### config.mk
export PLATFORM = sky130hd
export DESIGN_NAME = instr_fetch
export DESIGN_NICKNAME = d
export VERILOG_FILES = /design/src/rtl/instr_fetch.sv
export SDC_FILE = /design/constraint.sdc
export NUM_CORES = 1
export LEC_CHECK = 0
export CAP_MARGIN = 0
export CELL_PAD_IN_SITES_DETAIL_PLACEMENT = 0
export CELL_PAD_IN_SITES_GLOBAL_PLACEMENT = 2
export CORE_MARGIN = 2
export CORE_UTILIZATION = 38
export CTS_CLUSTER_SIZE = 28
export DETAILED_ROUTE_END_ITERATION = 12
export PLACE_DENSITY = 0.85
export SLEW_MARGIN = 30
export SYNTH_ARGS = -nofsm -noshare
export SYNTH_HDL_FRONTEND = slang
export SYNTH_SLANG_ARGS = --single-unit
export TNS_END_PERCENT = 1
### constraint.sdc
create_clock -name clk -period 7.8 [get_ports clk]
set_input_delay 0.78 -clock clk [delete_from_list [all_inputs] [get_ports clk]]
set_output_delay 0.78 -clock clk [all_outputs]
set_load 0.05 [all_outputs]
### src/rtl/instr_fetch.sv
// Fetch stage: owns the PC, issues in-order word reads, buffers {instr, pc} and hands them to decode.
// Optional IFETCH_MISALIGN_CHK_EN adds a sticky fetch_misaligned flag for unaligned redirect targets.
module instr_fetch #(
    parameter logic [31:0] RESET_PC   = 32'h0000_0000,
    parameter int          FIFO_DEPTH = 2
) (
    input  logic        clk,
    input  logic        reset,
    output logic        imem_req_valid,
    input  logic        imem_req_ready,
    output logic [31:0] imem_addr,
    input  logic        imem_rsp_valid,
    input  logic [31:0] imem_rsp_data,
    input  logic        redirect,
    input  logic [31:0] redirect_pc,
    output logic        id_valid,
    input  logic        id_ready,
    output logic [31:0] id_instr,
    output logic [31:0] id_pc,
    output logic [31:0] id_pcplus4
`ifdef IFETCH_MISALIGN_CHK_EN
    ,
    output logic        fetch_misaligned
`endif
);

    localparam int CW = $clog2(FIFO_DEPTH) + 1;
    localparam int PW = $clog2(FIFO_DEPTH);
    localparam logic [31:0] NOP = 32'h0000_0013;

    typedef logic [CW-1:0] cnt_t;
    typedef logic [PW-1:0] ptr_t;

    localparam logic [CW:0] DEPTH_W = (CW+1)'(FIFO_DEPTH);
    localparam ptr_t        PTR_ONE = ptr_t'(1);
    localparam cnt_t        CNT_ONE = cnt_t'(1);

    logic [31:0] pc_q;
    logic [31:0] buf_instr [FIFO_DEPTH];
    logic [31:0] buf_pc    [FIFO_DEPTH];
    logic [31:0] tag_q     [FIFO_DEPTH];
    ptr_t        buf_rd, buf_wr, tag_rd, tag_wr;
    cnt_t        count, outstanding, drop_cnt;

    logic        credit_ok;
    logic        req_fire;
    logic        rsp_keep;
    logic        rsp_drop;
    logic        pop;

    // Credits cover both buffered words and words still in flight, so responses never need backpressure.
    assign credit_ok      = ({1'b0, outstanding} + {1'b0, count}) < DEPTH_W;
    assign imem_req_valid = !reset && !redirect && (drop_cnt == '0) && credit_ok;
    assign imem_addr      = pc_q;

    assign req_fire = imem_req_valid && imem_req_ready;
    assign rsp_keep = imem_rsp_valid && (drop_cnt == '0) && !redirect;
    assign rsp_drop = imem_rsp_valid && (drop_cnt != '0);
    assign pop      = id_valid && id_ready && !redirect;

    // NOTE: sequential state is updated only with non-blocking assignments so every
    // register samples the pre-edge value of every other register.
    always_ff @(posedge clk or posedge reset) begin
        if (reset) begin
            pc_q        <= RESET_PC;
            buf_rd      <= '0;
            buf_wr      <= '0;
            tag_rd      <= '0;
            tag_wr      <= '0;
            count       <= '0;
            outstanding <= '0;
            drop_cnt    <= '0;
        end else if (redirect) begin
            // Everything still in flight belongs to the old path and is discarded on return.
            pc_q        <= {redirect_pc[31:2], 2'b00};
            buf_rd      <= '0;
            buf_wr      <= '0;
            tag_rd      <= '0;
            tag_wr      <= '0;
            count       <= '0;
            outstanding <= outstanding - cnt_t'(imem_rsp_valid);
            drop_cnt    <= outstanding - cnt_t'(imem_rsp_valid);
        end else begin
            if (req_fire) begin
                pc_q   <= pc_q + 32'd4;
                tag_wr <= tag_wr + PTR_ONE;
            end
            if (rsp_keep) begin
                buf_wr <= buf_wr + PTR_ONE;
                tag_rd <= tag_rd + PTR_ONE;
            end
            if (rsp_drop) begin
                drop_cnt <= drop_cnt - CNT_ONE;
            end
            if (pop) begin
                buf_rd <= buf_rd + PTR_ONE;
            end
            outstanding <= outstanding + cnt_t'(req_fire) - cnt_t'(imem_rsp_valid);
            count       <= count + cnt_t'(rsp_keep) - cnt_t'(pop);
        end
    end

    // NOTE: the buffer and tag storage carry no reset; validity is tracked solely by the
    // reset counters and pointers, which keeps the arrays plain RAM-style storage.
    always_ff @(posedge clk) begin
        if (req_fire) begin
            tag_q[tag_wr] <= pc_q;
        end
        if (rsp_keep) begin
            buf_instr[buf_wr] <= imem_rsp_data;
            buf_pc[buf_wr]    <= tag_q[tag_rd];
        end
    end

    // NOTE: every output driven from always_comb is given a default first so no path can
    // leave it unassigned and infer a latch.
    always_comb begin
        id_valid   = 1'b0;
        id_instr   = NOP;
        id_pc      = pc_q;
        if (count != '0) begin
            id_valid = 1'b1;
            id_instr = buf_instr[buf_rd];
            id_pc    = buf_pc[buf_rd];
        end
        id_pcplus4 = id_pc + 32'd4;
    end

`ifdef IFETCH_MISALIGN_CHK_EN
    always_ff @(posedge clk or posedge reset) begin
        if (reset) begin
            fetch_misaligned <= 1'b0;
        end else if (redirect) begin
            fetch_misaligned <= |redirect_pc[1:0];
        end
    end
`else
    logic unused_redirect_lsbs;
    assign unused_redirect_lsbs = ^redirect_pc[1:0];
`endif

    // A response with nothing outstanding means the memory broke the in-order contract.
    a_no_rsp_underflow: assert property (@(posedge clk) disable iff (reset)
        imem_rsp_valid |-> (outstanding != '0))
        else $error("instr_fetch: response with no outstanding request");

    a_credit_bound: assert property (@(posedge clk) disable iff (reset)
        ({1'b0, outstanding} + {1'b0, count}) <= DEPTH_W)
        else $error("instr_fetch: credit bound exceeded");

endmodule

# Yosys cells after proc, flatten, opt, wreduce, memory -nomap -nowiden
# Memories as Yosys holds them, arrays and structs flattened.
# Cells that the tools add are included.
# totals
reg_bits	42
ram_bits	192
input_bits	70
out_inout_bits	130
elab_cells	64
n_memories	3
# memory_table
memory	depth	width	read_ports	rd_clocked_by_memory_dff	wr	line_no	rtl
buf_instr	2	32	1	0	1	39	logic [31:0] buf_instr [FIFO_DEPTH];
buf_pc	2	32	1	0	1	40	logic [31:0] buf_pc [FIFO_DEPTH];
tag_q	2	32	1	0	1	41	logic [31:0] tag_q [FIFO_DEPTH];
# op_classes
addsub	13
n_lt_le_gt_ge	1
mux	21
reduce_logical	18
# op_table
op	count
$mux W32	4
$add A32 B3 Y32 const B	2
$mux W1	13
$reduce_bool A2 Y1	6
$logic_and A1 B1 Y1	9
$mux W2	4
$sub A2 B1 Y2	3
$add A1 B1 Y1 const B	4
$add A2 B1 Y2	2
$add A2 B2 Y3	1
$lt A3 B2 Y1 const B	1
$logic_not A1 Y1	2
$logic_not A2 Y1	1
$sub A2 B1 Y2 const B	1

# Longest topological paths before layout
# Gate-level depths: netlist of run 1.
# logic_depth
word_depth	8
ltp_mapped	16
mapped_depth_nobuf	12

# Worst setup path before layout of run 1
# Ideal clock, no wire load.
# synth_path
kind	reg-to-output
startpoint	register count[1]
endpoint	output id_pcplus4[28]
arrival_ns	4.037
required_ns	7.020
setup_slack_ns	2.983
path_stages_with_launch	15
n_path_buf	4
cell_sequence	dfrtp_1 buf_4 nor2_8 inv_4 buf_6 buf_6 a21oi_1 ha_1 o31a_1 o21ai_0 and4b_1 buf_2 nand4_2 nor3_2 xor2_1
# synth_via
elab_chain_cells	3
# synth_rtl
item	line_no	rtl
start, declared	43	cnt_t count, outstanding, drop_cnt;
start signal, assigned	99	count <= count + cnt_t'(rsp_keep) - cnt_t'(pop);
$reduce_bool A2 Y1	121	if (count != '0) begin
$mux W32	121	
named net id_pc[3]	19	output logic [31:0] id_pc,
$add A32 B3 Y32	126	id_pcplus4 = id_pc + 32'd4;
end, declared	20	output logic [31:0] id_pcplus4
# The timed path passes the listed nets, and every way through them passes these cells.

# Final worst setup path of run 1
# layout_path
startpoint	register count[0]
endpoint	output id_pcplus4[24]
# layout_via
elab_chain_cells	3
# layout_rtl
item	line_no
$reduce_bool A2 Y1	121
$mux W32	121
$add A32 B3 Y32	126
# Every way passes these cells.

==> run summary, run 1 <==
The flow ran to the end, and the final reports show no timing, DRC or antenna violations. The via count of the first global-routing pass is 6486. Setup repair after global routing left no endpoint under its margin.

Sequential cells were found to cover 63.95% of the synthesized design area. The root buffer cell chosen for the clock tree is clkbuf_16. At the pin with the least slew margin, the transition time is 926.5 ps. Number of distinct library cells after synthesis: 60. The register-to-register setup slack was 4120 ps. The die covers 28180 µm².

The number of hold buffers added after CTS is 0, and the quantity of I/O buffers inserted on ports is 191. After floorplanning, the core was divided into 59 placement rows. In the global route stage, overall resource usage came out at 17.51%. In this run the static leakage power is 4.548 nW. The clock arrives with 7.912 ps of skew. In this run, CTS created clock tree buffers numbering 25. The die extent in y is 167.9 µm. The run gives 0 as the post-CTS setup buffer count. For this block, the via count after detailed routing is 6736. After floorplanning, the core was sized to cover 26210 µm².

Summed over all nets, the half-perimeter wirelength after detailed placement is 16.90 mm. The largest stage delay on the critical path is 860 ps, and the total iterations of the first detailed-routing run is 5. The synthesized design contains 184 enable-type register cells. The largest fanout on the critical path was 36; the number of standard cells in the layout, taps in and fillers out was 1308. The cell depth of the worst hold path was 1. After global routing the overflow that remains totals 0. Timing analysis after detailed placement gives a worst setup slack of 2573 ps.

The max-slew violation count is 0. By startpoint and endpoint, the worst setup path is classified as reg -> out. The worst-case IR drop observed on VDD is 0.1742 mV. Using the TritonRoute via totals, the vias-per-cell ratio works out to 5.150. For this run, the share of the core covered by cells in the final layout is 50.25%. The number of antenna diodes in the final layout is 0. Averaged over all synthesized cells, the footprint is 13.34 µm². The first-pass GRT wire length is 38.41 mm, and the upper clock frequency limit is 175.7 MHz. In this run the cell area of the synthesized design comes to 10200 µm². The critical path goes through nor2_8 -> inv_4 -> a21oi_1 -> ha_1 -> o31a_1 -> o21ai_0 -> and4b_1 -> nand4_2 -> nor4_1 -> xnor2_1 -> clkdlybuf4s50_1. For the number of antenna violations at the first check in global routing, the log shows 0.

The leading cell type in the layout, fill and taps excluded was clkdlybuf4s50_1. The number of register bits inferred by synthesis works out to 224. Data on the critical path is required at its endpoint by 7020 ps. The cell count after synthesis is 765, and the die span in x is 167.9 µm.

The worst hold path begins at outstanding[1]. The final-report setup violation count is 0, and the H-tree depth is 1. The worst register-to-register path has a depth of 10.

Entering global routing, the biggest net connects 63 pins. The path with the worst hold slack has its endpoint at outstanding[1]. The routed wire length per instance was 19.39 µm; the placed cell count was 1263.

In this run the worst hold path is classified as reg -> reg. TritonCTS built the clock tree. For the number of DRC markers in iteration 0, the log shows 516. For this run, the post-layout net count is 1034. Data on the critical path arrives at its endpoint at 4910 ps. Pin placement for this block handled 200 I/O pins. Slowest cell on the critical path: clkdlybuf4s50_1. The fraction of registers with async set/reset was 17.86%.

Once detail routing completed, the nets flagged for antenna violations numbered 0. Headroom to the max-slew limit came out at 38.01%. The count of max-cap constraint violations came out at 0. Fraction of layout instances using a drive strength above 1: 11.31%. The design draws 4.506 mW. For this run, the number of Yosys warnings is 0. Dividing total power by cell area gives a power density of 342.2 nW/µm².

The maximum clock path buffer count is 3, and the worst-case setup margin in the final layout is 2110 ps. For the source-to-sink clock delay at the later pin of the worst-skew pair, the log shows 510 ps. Gates resized during post-CTS repair numbered 0. The initial utilization of the core area, before any placement, comes to 38.94%. The most instantiated flip-flop cell in the synthesis netlist was edfxtp_1.

The CTS sink count came out at 224. The sum of routed wire length over all layers is 25.36 mm, and the clock edge transition at the registers on the reported setup and hold paths is 60 ps. The routed design could run at a clock period as short as 5690 ps. The congestion estimate from routability-driven global placement came to 0.7868.

The area growth from synthesis to layout is 29.03%. Setup total negative slack on the finished layout was measured at 0 ps. Element type at the critical path start: a flip-flop. STA classifies the critical path endpoint as an output port. The worst reg2reg path endpoint was imem_addr[18]. Leaving out fill and tap cells, the most frequent cells in the layout are 190 x clkdlybuf4s50_1, 184 x edfxtp_1, 63 x nor2_1. The number of failing hold endpoints at the final stage came out at 0. After detailed routing, the number of remaining DRC violations is 0. Dividing the final minimum period by the clock period gives 72.95%.

The startpoint of the lowest-slack register-to-register path is count[0]. The critical path startpoint was count[0].
## routing by layer
layer	routed length, µm	GRT usage [%]	up-vias
li1	-	-	3203
met1	11760	25.40	3297
met2	11750	27.97	210
met3	1412	2.680	26
met4	427	3.856	0
met5	0	0	-
## how the worst max path moves through the flow
stage                     slack, ps              to
after floorplan                2980  id_pcplus4[28]
after global placement         2610  id_pcplus4[24]
after detailed placement       2570  id_pcplus4[24]
after CTS                      2000  id_pcplus4[24]
after global routing           1800  id_pcplus4[24]
final                          2110  id_pcplus4[24]
## Yosys cell counts, types with 15 or more instances
cell type  instances  share of area (%)
dfrtp_1           40                9.8
edfxtp_1         184                 54
xnor2_1           24                2.1
clkbuf_1          15               0.55
inv_1             30                1.1
mux2i_1           62                6.1
nand3_1           22                1.1
mux2_2            38                4.2
nor2_1            65                2.4
o21ai_0           26                1.3
xor2_1            18                1.5
nand2_1           50                1.8
nor3_1            24                1.2
a21oi_1           17               0.83
## state kept, by name (all words and copies together), names as in the netlist
name and cells:
tag_wr 1, buf_wr 1, buf_instr 64, drop_cnt 2, outstanding 2, buf_rd 1
buf_pc 60, imem_addr 30, tag_rd 1, tag_q 60, count 2
## cell families (layout without fill, tap and decap cells)
logic type	Yosys count	count (layout)	synth area share (%)
flip-flops	224	224	63.95
adder cells (fa/ha/maj)	9	9	1.177
buffers and inverters	73	276	3.568
multiplexers	103	103	10.68
XOR/XNOR	42	42	3.605
other	1	6	0.03675
AND/OR/NAND/NOR	230	230	11.50
AO/OA/AOI/OAI	83	83	5.481
## report_power, final
part / total (mW) / internal (mW) / switching, mW
clock: 1.12 / 0.655 / 0.462
sequential: 1.54 / 1.42 / 0.118
combinational: 1.85 / 0.612 / 1.24
## critical path, delay by kind of cell (launching register included)
kind / cells / cell delay (ps)
buffers and inverters: 2 / 1240
AND/OR/NAND/NOR: 4 / 1660
adder cells (fa/ha/maj): 1 / 270
flip-flops: 1 / 440
AO/OA/AOI/OAI: 3 / 600
XOR/XNOR: 1 / 170
## area by class of cell
cell class | count | area [µm²]
Clock buffer | 29 | 640.6
Clock inverter | 16 | 137.6
Fill cell | 2246 | 13040
Inverter | 31 | 118.9
Multi-Input combinational cell | 473 | 3346
Sequential cell | 224 | 6531
Tap cell | 335 | 419.2
Timing Repair Buffer | 200 | 1974
## stage by stage
stage / instance area, µm² / hold WS, ps
global placement: 12390 / 534.1
CTS: 13170 / 551.4
finish: 13170 / 546.3
floorplan: 10220 / 509.0
detailed placement: 12390 / 543.0
global route: 13170 / 575.6
No activity file was read; power rests on OpenSTA's default activity.
==> run 2: changes to the inputs <==
Settings changed: CORE_UTILIZATION 38 to 32, PLACE_DENSITY 0.85 to 0.77.
Clock period 7.8 ns to 4.6 ns, I/O delays scaled along.
==> run summary, run 2 (synthesis gave the netlist of run 1 again) <==
The flow ran to the end, and the final reports show no timing, DRC or antenna violations. The number of DRC markers in iteration 0 is 368. The tools report the cell leakage power as 4.687 nW. Measured along the y axis, the die boundary spans 182.6 µm.

For the number of failing hold endpoints at the final stage, the log shows 0. Subtracting the final worst setup slack from the clock period gives 4208 ps. The max-slew violation count is 0. After detailed routing, the number of remaining DRC violations is 0. In this run the worst hold path is classified as in -> async. For the worst setup slack before clock tree synthesis, the log shows 861.7 ps.

The largest stage delay on the critical path is 720 ps, and the die span in x is 182.6 µm. STA classifies the critical path startpoint as a flip-flop. Clock-pin slew was measured on the worst setup and hold paths at 60 ps.

For the final database, setup skew stands at 13.96 ps. The tools report the starting density of the core as 32.42%. The largest registers in the layout are buf_instr: 64 flops, buf_pc: 60 flops, tag_q: 60 flops.

For this run, the top clock speed supported by timing is 237.6 MHz. The data arrival time at the worst-slack endpoint was 3750 ps. Detailed placement finished with a half-perimeter wire length of 18.54 mm.

The H-tree depth was 1. Power comes to 7.731 mW. The CTS sink count was 224; the total routing resource utilization after global routing was 16.04%. For this run the aggregate overflow at the end of global routing stands at 0. The register with the most flip-flops in the layout has 64 of them. Relative to the synthesized area, the layout overhead comes to 31.67%.

The post-route netlist has 14.24% of its cells at a drive strength greater than 1. For the via count of the first global-routing pass, the log shows 6828. STA puts the critical path data required time at 4140 ps. The root buffer cell chosen for the clock tree is clkbuf_16. The I/O pin total is 200. Walking the worst path, the cells encountered are mux2i_1 -> a21oi_1 -> ha_1 -> o31a_1 -> o21ai_0 -> and4b_1 -> nand4_2 -> nor4_1 -> xnor2_1 -> buf_12. TritonCTS built the clock tree. The number of antenna violations at the first check in global routing was 0; the first-pass GRT wire length was 40.93 mm. The number of clock buffers inserted by TritonCTS is 25, and the antenna diode count is 0. In this run the number of cells on the critical path is 10.

The number of gates resized after CTS was 0. The global placement routability congestion is 0.7894. The number of buffer and inverter instances along the worst setup path was 1. For the pin with the worst max-slew slack, the measured transition is 955.4 ps. For the count of max-cap constraint violations, the log shows 0.

Headroom to the max-slew limit came out at 36.07%. At the end of the flow, the number of nets in the layout was 1049. In the final layout, flip-flops and latches occupy 6531 µm². In the post-route analysis, the smallest setup slack over all paths is 391.7 ps. The worst setup path is captured at an output port.

The tools report the number of hold buffers added after CTS as 0. The die covers 33330 µm². The top cell types in the final layout, fill and taps aside, are 184 x edfxtp_1, 167 x clkdlybuf4s50_1, 63 x nor2_1. Among cell families on the critical path, the largest total delay comes from simple AND/OR/NAND/NOR gates.

The worst setup path is of the reg -> out kind. The path depth of the worst reg2reg path came out at 11. Power spread over the standard cell area amounts to 575.3 nW/µm². The later pin in the worst-skew pair is clocked with a latency of 520 ps.

Number of vias per cell after detailed routing: 4.887. Setup repair after global routing left no endpoint under its margin. VDD sags by at most 0.2811 mV.

Ranked by flip-flop count, first place goes to buf_instr. The largest individual stage delay along the critical path comes from the cell dfrtp_4. The floorplan has 65 rows. The run gives 5 as the total iterations of the first detailed-routing run. The filler cells instantiated in the layout total 2902.

Leaving out fill and tap cells, the most frequent cell in the layout is edfxtp_1. The setup TNS is 0 ps, and the multi-input logic area is 3348 µm². Port buffering added 191 buffers. The routed layout has 6768 vias. The fraction of the cycle the final worst path needs is 91.49%, and the sum of routed wire length over all layers is 27.03 mm. The largest fanout on the critical path is 24, and the routed wire length per instance is 19.52 µm. In this run the deepest clock path goes through 3 buffers.

The tools report the largest net degree at the start of global routing as 60. The logs give 0 for the final-report setup violation count and 31470 µm² for the area inside the core boundary. The detail route stage leaves a number of antenna-violating nets equal to 0.

The run gives 0 as the post-CTS setup buffer count.
[run 2: final cells by class]
cell class	count	area share (%)
clock buffers	34	5.056
clock inverters	6	0.2887
inverters	31	0.8846
multi-input cells	473	24.92
flip-flops and latches	224	48.61
well taps	402	3.743
repair buffers	215	16.50
[run 2: worst register-to-register path, delay by kind of cell, from the launching register on]
family,cells,cell delay [ps]
AOI/OAI and AO/OA,1,90
buffers and inverters,2,540
DFF,1,440
and+or+nand+nor,7,1640
adders and majority gates,1,420
[run 2: metal layers]
layer	vias up	global-route usage [%]	part of all wire (%)
li1	3225	-	-
met1	3306	22.77	47
met2	206	25.52	46
met3	31	3.153	5.9
met4	0	3.484	1.8
met5	-	0	0
[run 2: metrics by stage]
step / instance area (µm²) / std cells / utilization [%] / hold WS (ps)
2_1_floorplan: 10220 / 770 / - / 509.0
3_3_place_gp: 12710 / 1345 / 40.40 / 541.1
3_5_place_dp: 12720 / 1345 / 40.41 / 547.3
4_1_cts: 13440 / 1385 / 42.69 / 291.7
5_1_grt: 13440 / 1385 / 42.69 / 340.5
6_report: 13440 / 1385 / 42.69 / 290.9
[run 2: worst paths after layout]
path	start	endpoint	slack, ps
setup / recovery	buf_rd	id_pcplus4[22]	390
hold / removal	reset	buf_wr	290
setup reg to reg	count[0]	imem_addr[25]	1340
hold reg to reg	outstanding[1]	outstanding[1]	550
max in group asynchronous	reset	imem_addr[14]	3520
min in group clk	redirect_pc[3]	imem_addr[3]	500
[run 2: power by group]
group / switching (mW) / internal, mW / total (mW)
registers: 0.185 / 2.41 / 2.60
logic: 2.19 / 1.17 / 3.35
clock network: 0.755 / 1.03 / 1.78
==> run 3: changes to the inputs <==
Settings changed: HOLD_SLACK_MARGIN set to 0.08.
==> results of run 3 <==
Same layout as run 2: the final DEF is identical, and so are final timing and power.
